### src/rtl/udp_port_filter.sv
//-----------------------------------------------------------------------------
// udp_port_filter
//
// Port-based admission filter on the UDP receive path. Sits between the UDP
// stack's RX header/payload outputs and the port switch's RX sink. A frame
// whose destination port appears in the PORTS table is forwarded unchanged.
// Every other frame is consumed and discarded in full, so the switch only
// ever sees traffic for ports it serves.
//
// Only one frame is in flight at a time. A new header is accepted only when
// both the previous frame's last payload beat and its header have completed.
//
// Build option:
//   UDP_PORT_FILTER_STATS_EN  defined   -> drop_count is a 32-bit saturating
//                                          count of dropped frames.
//                             undefined -> drop_count is tied to zero. The
//                                          port is kept so both builds share
//                                          one interface.
//
// Parameters:
//   PORT_COUNT   number of accepted destination ports (>= 1)
//   PORTS        accepted destination port table; every instance sets it
//                explicitly.
//   DATA_WIDTH   payload tdata width in bits
//   KEEP_WIDTH   payload tkeep width in bits
//
// Ports:
//   clk                     single clock for all logic
//   reset                   synchronous, active-high reset
//   sink_hdr_*              UDP RX header from the stack (valid/ready + fields)
//   sink_t*                 AXI-Stream payload from the stack
//   source_hdr_*            registered, filtered header toward the switch
//   source_t*               filtered payload toward the switch (combinational
//                           pass-through while forwarding)
//   drop_count              dropped-frame count (see build option above)
//-----------------------------------------------------------------------------
module udp_port_filter #(
   parameter int          PORT_COUNT = 2,
   parameter bit [15:0]   PORTS [PORT_COUNT] = '{default: 16'd0},
   parameter int          DATA_WIDTH = 64,
   parameter int          KEEP_WIDTH = DATA_WIDTH / 8
) (
   input  logic                  clk,
   input  logic                  reset,

   // Header sink (from the UDP stack)
   input  logic                  sink_hdr_valid,
   output logic                  sink_hdr_ready,
   input  logic [31:0]           sink_hdr_source_ip,
   input  logic [31:0]           sink_hdr_dest_ip,
   input  logic [15:0]           sink_hdr_source_port,
   input  logic [15:0]           sink_hdr_dest_port,
   input  logic [15:0]           sink_hdr_length,
   input  logic [15:0]           sink_hdr_checksum,

   // Payload sink (from the UDP stack)
   input  logic                  sink_tvalid,
   output logic                  sink_tready,
   input  logic [DATA_WIDTH-1:0] sink_tdata,
   input  logic [KEEP_WIDTH-1:0] sink_tkeep,
   input  logic                  sink_tlast,
   input  logic                  sink_tuser,

   // Header source (toward the switch)
   output logic                  source_hdr_valid,
   input  logic                  source_hdr_ready,
   output logic [31:0]           source_hdr_source_ip,
   output logic [31:0]           source_hdr_dest_ip,
   output logic [15:0]           source_hdr_source_port,
   output logic [15:0]           source_hdr_dest_port,
   output logic [15:0]           source_hdr_length,
   output logic [15:0]           source_hdr_checksum,

   // Payload source (toward the switch)
   output logic                  source_tvalid,
   input  logic                  source_tready,
   output logic [DATA_WIDTH-1:0] source_tdata,
   output logic [KEEP_WIDTH-1:0] source_tkeep,
   output logic                  source_tlast,
   output logic                  source_tuser,

   // Statistics
   output logic [31:0]           drop_count
);

   //--------------------------------------------------------------------------
   // FSM encoding
   //--------------------------------------------------------------------------
   localparam logic [1:0] ST_IDLE     = 2'd0;  // waiting for a header
   localparam logic [1:0] ST_FWD      = 2'd1;  // forwarding payload
   localparam logic [1:0] ST_FWD_TAIL = 2'd2;  // payload done, header pending
   localparam logic [1:0] ST_DROP     = 2'd3;  // discarding payload

   logic [1:0] state;
   logic [1:0] state_next;

   //--------------------------------------------------------------------------
   // Handshake qualifiers
   //--------------------------------------------------------------------------
   logic port_match;
   logic hdr_accept;
   logic source_hdr_fire;
   logic beat_last;

   // The header is only ever accepted in IDLE, and that depends solely on
   // the registered state, so there is no combinational path from
   // sink_hdr_valid back to sink_hdr_ready.
   assign sink_hdr_ready  = (state == ST_IDLE);
   assign hdr_accept      = sink_hdr_valid && sink_hdr_ready;
   assign source_hdr_fire = source_hdr_valid && source_hdr_ready;
   assign beat_last       = sink_tvalid && sink_tready && sink_tlast;

   // Destination port lookup: OR of equality against every table entry.
   // NOTE: every signal assigned in an always_comb gets a default value first,
   // so no path leaves it unassigned and no latch is inferred.
   always_comb begin
      port_match = 1'b0;
      for (int i = 0; i < PORT_COUNT; i++) begin
         if (sink_hdr_dest_port == PORTS[i]) begin
            port_match = 1'b1;
         end
      end
   end

   //--------------------------------------------------------------------------
   // Payload path
   //--------------------------------------------------------------------------
   // Data lanes are wired straight through; only the valid/ready pair is
   // gated by the state, so the switch sees a beat only while forwarding.
   assign source_tdata  = sink_tdata;
   assign source_tkeep  = sink_tkeep;
   assign source_tlast  = sink_tlast;
   assign source_tuser  = sink_tuser;
   assign source_tvalid = (state == ST_FWD) && sink_tvalid;

   always_comb begin
      sink_tready = 1'b0;
      case (state)
         ST_FWD:  sink_tready = source_tready;
         ST_DROP: sink_tready = 1'b1;   // swallow the whole frame
         default: sink_tready = 1'b0;   // IDLE and FWD_TAIL take no payload
      endcase
   end

   //--------------------------------------------------------------------------
   // Next-state logic
   //--------------------------------------------------------------------------
   always_comb begin
      state_next = state;
      case (state)
         ST_IDLE: begin
            if (hdr_accept) begin
               state_next = port_match ? ST_FWD : ST_DROP;
            end
         end
         ST_FWD: begin
            // The frame is finished only when both the last beat and the
            // header have gone downstream; a header still waiting (and not
            // taken this very cycle) parks us in FWD_TAIL.
            if (beat_last) begin
               if (!source_hdr_valid || source_hdr_fire) begin
                  state_next = ST_IDLE;
               end else begin
                  state_next = ST_FWD_TAIL;
               end
            end
         end
         ST_FWD_TAIL: begin
            if (source_hdr_fire) begin
               state_next = ST_IDLE;
            end
         end
         ST_DROP: begin
            if (beat_last) begin
               state_next = ST_IDLE;
            end
         end
         default: state_next = ST_IDLE;
      endcase
   end

   //--------------------------------------------------------------------------
   // State and header output registers
   //--------------------------------------------------------------------------
   // NOTE: sequential state uses non-blocking assignments so every register
   // samples the pre-edge values, independent of statement order.
   always_ff @(posedge clk) begin
      if (reset) begin
         state                  <= ST_IDLE;
         source_hdr_valid       <= 1'b0;
         source_hdr_source_ip   <= '0;
         source_hdr_dest_ip     <= '0;
         source_hdr_source_port <= '0;
         source_hdr_dest_port   <= '0;
         source_hdr_length      <= '0;
         source_hdr_checksum    <= '0;
      end else begin
         state <= state_next;

         // Accept happens only in IDLE, where no header is pending, so the
         // set and clear below can never collide.
         if (hdr_accept && port_match) begin
            source_hdr_valid       <= 1'b1;
            source_hdr_source_ip   <= sink_hdr_source_ip;
            source_hdr_dest_ip     <= sink_hdr_dest_ip;
            source_hdr_source_port <= sink_hdr_source_port;
            source_hdr_dest_port   <= sink_hdr_dest_port;
            source_hdr_length      <= sink_hdr_length;
            source_hdr_checksum    <= sink_hdr_checksum;
         end else if (source_hdr_fire) begin
            source_hdr_valid <= 1'b0;
         end
      end
   end

   //--------------------------------------------------------------------------
   // Dropped-frame counter
   //--------------------------------------------------------------------------
`ifdef UDP_PORT_FILTER_STATS_EN
   logic drop_fire;

   assign drop_fire = hdr_accept && !port_match;

   // Counts at the non-matching header handshake and sticks at all-ones.
   always_ff @(posedge clk) begin
      if (reset) begin
         drop_count <= '0;
      end else if (drop_fire && (drop_count != 32'hFFFF_FFFF)) begin
         drop_count <= drop_count + 32'd1;
      end
   end
`else
   assign drop_count = '0;
`endif

endmodule

### config.mk
export PLATFORM = sky130hd
export DESIGN_NAME = udp_port_filter
export DESIGN_NICKNAME = d
export VERILOG_FILES = /design/src/rtl/udp_port_filter.sv
export SDC_FILE = /design/constraint.sdc
export NUM_CORES = 1
export LEC_CHECK = 0
export CAP_MARGIN = 30
export CORE_AREA = 3 3 173 175
export DETAILED_ROUTE_END_ITERATION = 8
export DIE_AREA = 0 0 176 178
export GPL_TIMING_DRIVEN = 0
export SLEW_MARGIN = 5
export SYNTH_ARGS = -nofsm -noshare
export SYNTH_HDL_FRONTEND = slang
export SYNTH_SLANG_ARGS = --single-unit
### constraint.sdc
create_clock -name clk -period 3.05 [get_ports clk]
set_input_delay 0.61 -clock clk [delete_from_list [all_inputs] [get_ports clk]]
set_output_delay 0.61 -clock clk [all_outputs]
set_load 0.03 [all_outputs]
==> flow_summary.rst <==
.. list-table::
   :header-rows: 1

   * - Metric
     - Value
   * - Run status
     - complete, no violations
   * - Critical Path Slowest Stage Cell
     - clkdlybuf4s50_1
   * - Fraction of final layout cells sized beyond drive strength 1
     - 12.8%
   * - Number of synthesis warnings
     - 0
   * - Post-synthesis sequential element count
     - 131
   * - Via count of the first global-routing pass
     - 6219
   * - Vias
     - 6528
   * - Number of gates given a new drive strength after cts
     - 0
   * - Inserted Diodes
     - 0
   * - RSZ-0062 raised after global routing
     - no
   * - Total negative slack
     - 0 ns
   * - First-pass GRT wire length
     - 36.3 mm
   * - Non-filler instance count after layout
     - 1579
   * - Tightest Pin Transition
     - 0.988 ns
   * - Count of clock tree sinks
     - 131
   * - Overall die area
     - approximately 31000 um^2
   * - # DRC
     - 0
   * - Final routed wire length divided by cell count
     - roughly 16 um
   * - Gate count of the mapped netlist
     - about 800
   * - Count of H-tree levels built during CTS
     - 4
   * - Cell seen most often among critical-path stages
     - clkdlybuf4s50_1
   * - Final worst clock skew
     - 0.00768 ns
   * - Family of cells with the greatest summed delay on the critical path
     - buffers and inverters
   * - Largest fanout of any net on the critical path
     - 2
   * - Detailed Place HPWL
     - 18.8 mm
   * - Count of final setup violators
     - 0
   * - Most frequent standard cell in the layout excluding fill and tap cells
     - clkdlybuf4s50_1
   * - Placeable core area
     - 28600 um^2
   * - Effective utilization at floorplan
     - between 20% and 30%
   * - Gp weighted congestion
     - 0.787
   * - Most frequent cells in the layout
     - clkdlybuf4s50_1 (339), o21ai_0 (144), dfxtp_1 (131)
   * - Highest routed metal layer
     - met5
   * - Synth Area per Inst
     - 8.26 um^2
   * - Hold buffer count at CTS
     - 0
   * - Tcrit/Tclk final
     - 85.4%
   * - Cell type with the highest aggregate area in the netlist
     - dfxtp_1
   * - CP Buf/Inv Count
     - 2
   * - Num rows
     - 62
   * - Top cells by area in the synthesized netlist
     - dfxtp_1 (40%), buf_4 (12%), o21ai_0 (11%)
   * - Sum of met3 wire segment lengths after detailed routing
     - around 2.0 mm
   * - Netlist area before placement
     - 6550 um^2
   * - Met2 Wirelength
     - 12.3 mm
   * - Number of failing hold endpoints at the final stage
     - 0
   * - Antenna violations before repair
     - 1
   * - Starting DRT DRC Count
     - roughly 190
   * - Remaining global-route overflow
     - 0
   * - Die Y-Extent
     - about 180 um
   * - Count of buffers inserted at the top-level ports
     - 339
   * - Share of the synthesized area in the top cell type
     - 40.0%
   * - Detailed-route wire length
     - between 20 and 25 mm
   * - Clock latency on the worst-skew pair
     - between 0.4 and 0.5 ns
   * - CTS tree
     - built
   * - Kind of start point of the critical path
     - input port
   * - Clock edge transition at the registers on the reported setup and hold paths
     - 0.06 ns
   * - Io pins
     - 446
   * - Cell count after placement
     - 1547
   * - Type of the worst min-delay path
     - reg2reg
   * - Power density cells
     - 421 nW/um^2
   * - Critical path arrival
     - slightly below 2 ns
   * - # Post-CTS Setup Buffers
     - 0
   * - Final Slew Violations
     - 0
   * - Type of element capturing the critical path
     - primary output
   * - Final net count
     - 1390
   * - Drt first pass iters
     - 4
   * - VDD IR-drop max
     - about 0.28 mV
   * - Req. time, crit path
     - 2.44 ns
   * - Min Tclk post-route
     - approximately 2.6 ns
   * - Number of different library cells in the post-synthesis netlist
     - 24
   * - Max stage delay on crit path
     - 0.73 ns
   * - Leak Pwr
     - 4.17 nW
   * - Layout area overhead
     - 70.4%
   * - Bufs on Longest Clock Path
     - 2
   * - Max-Slew Margin vs Limit
     - 34.1%
   * - Cell chain of the critical path
     - clkdlybuf4s50_1 > nor3b_1 > clkdlybuf4s50_1
   * - Clock buffer count from CTS
     - 17
   * - Achievable clock frequency
     - 0.384 GHz
   * - Remaining antenna violation count
     - 0
   * - Ratio of routed vias to standard cells
     - just over 4
   * - Portion of the post-synthesis area used by sequential elements
     - around two fifths
   * - Number of fill cells in the layout
     - 2914
   * - Pin count of the biggest net entering global routing
     - 17
   * - # Max-Cap Violations
     - 0
   * - Die Span X
     - 176 um
   * - Wl on met1
     - 10.2 mm
   * - Root buffer cell
     - clkbuf_16
   * - Global routing usage summed across all routing layers
     - 15.0%
   * - Worst Path Class, Setup
     - in2out
-- cell type report --
cell class	instances	area (um^2)	share of cell area, %
Clock buffer	21	440	3.95
Buffer	171	1100	9.90
Timing Repair Buffer	339	3390	30.4
Tap cell	384	480	4.31
Clock inverter	11	179	1.60
Inverter	1	3.75	0.0336
Sequential cell	131	2620	23.5
Multi-Input combinational cell	521	2940	26.3
-- worst paths after layout --
kind | start | to | slack [ns] | cells past startpoint
worst min-delay path | source_hdr_dest_port[1] | source_hdr_dest_port[1] | 0.47 | 1
worst min register to register | source_hdr_dest_port[1] | source_hdr_dest_port[1] | 0.47 | 1
worst max register to register | state[1] | source_hdr_dest_port[6] | 0.90 | 6
worst max-delay path | sink_tvalid | source_tvalid | 0.45 | 3
-- cell usage after synthesis (all sizes together) --
cell / number
buf: 119
nor2b: 112
nor4: 4
inv: 1
nand4: 1
clkbuf: 52
o21ai: 225
nand3: 2
conb: 1
a211oi: 1
nand2b: 114
dfxtp: 131
or2: 2
nor2: 4
nor3b: 17
a21oi: 3
nand2: 3
o311a: 1
-- kinds of logic after synthesis --
kind of cell           share of synthesized area (%)
AO/OA/AOI/OAI                                   17.7
buffers and inverters                           16.9
flip-flops                                      40.0
other                                         0.0573
AND/OR/NAND/NOR                                 25.2
-- stage by stage --
| stage | instance area, um^2 | setup slack, ns | hold slack, ns | util (%) | total power [mW] |
|---|---|---|---|---|---|
| after floorplan | 6670 | 1.08 | 0.542 | - | 2.18 |
| after global placement | 10500 | 0.0869 | 0.463 | 36.8 | 2.54 |
| final | 11200 | 0.446 | 0.472 | 39.0 | 4.70 |
| after detailed placement | 10500 | 0.0826 | 0.467 | 36.8 | 2.54 |
| after global routing | 11200 | 0.327 | 0.481 | 39.0 | 4.89 |
| after CTS | 11200 | 0.452 | 0.476 | 39.0 | 4.78 |
-- power by group --
| group | switching (mW) | leakage, nW | internal (mW) |
|---|---|---|---|
| sequential | 0.00500 | 1.05 | 1.71 |
| combinational | 0.391 | 2.82 | 0.388 |
| clock | 0.824 | 0.292 | 1.38 |
| total | 1.22 | 4.17 | 3.48 |
-- sequential cells by signal (all words and copies together), names as in the netlist --
register,count
source_hdr_checksum,16
source_hdr_dest_ip,32
source_hdr_dest_port,16
source_hdr_length,16
source_hdr_source_ip,32
source_hdr_source_port,16
source_hdr_valid,1
state,2
-- per-layer routing --
layer / vias up / track usage, %
li1: 3248 / -
met1: 2993 / 17.8
met2: 266 / 26.2
met3: 19 / 4.79
met4: 2 / 3.99
met5: - / 0
-- worst reg2reg max path, cell delays in order, from the launching register on --
cell and delay (ns):
dfxtp_1 0.36, nor2_1 0.22, nand2_1 0.25, buf_2 0.32
nor2_1 0.48, buf_2 0.32, nor3b_1 0.07
Power figures use the tool's default switching activity.
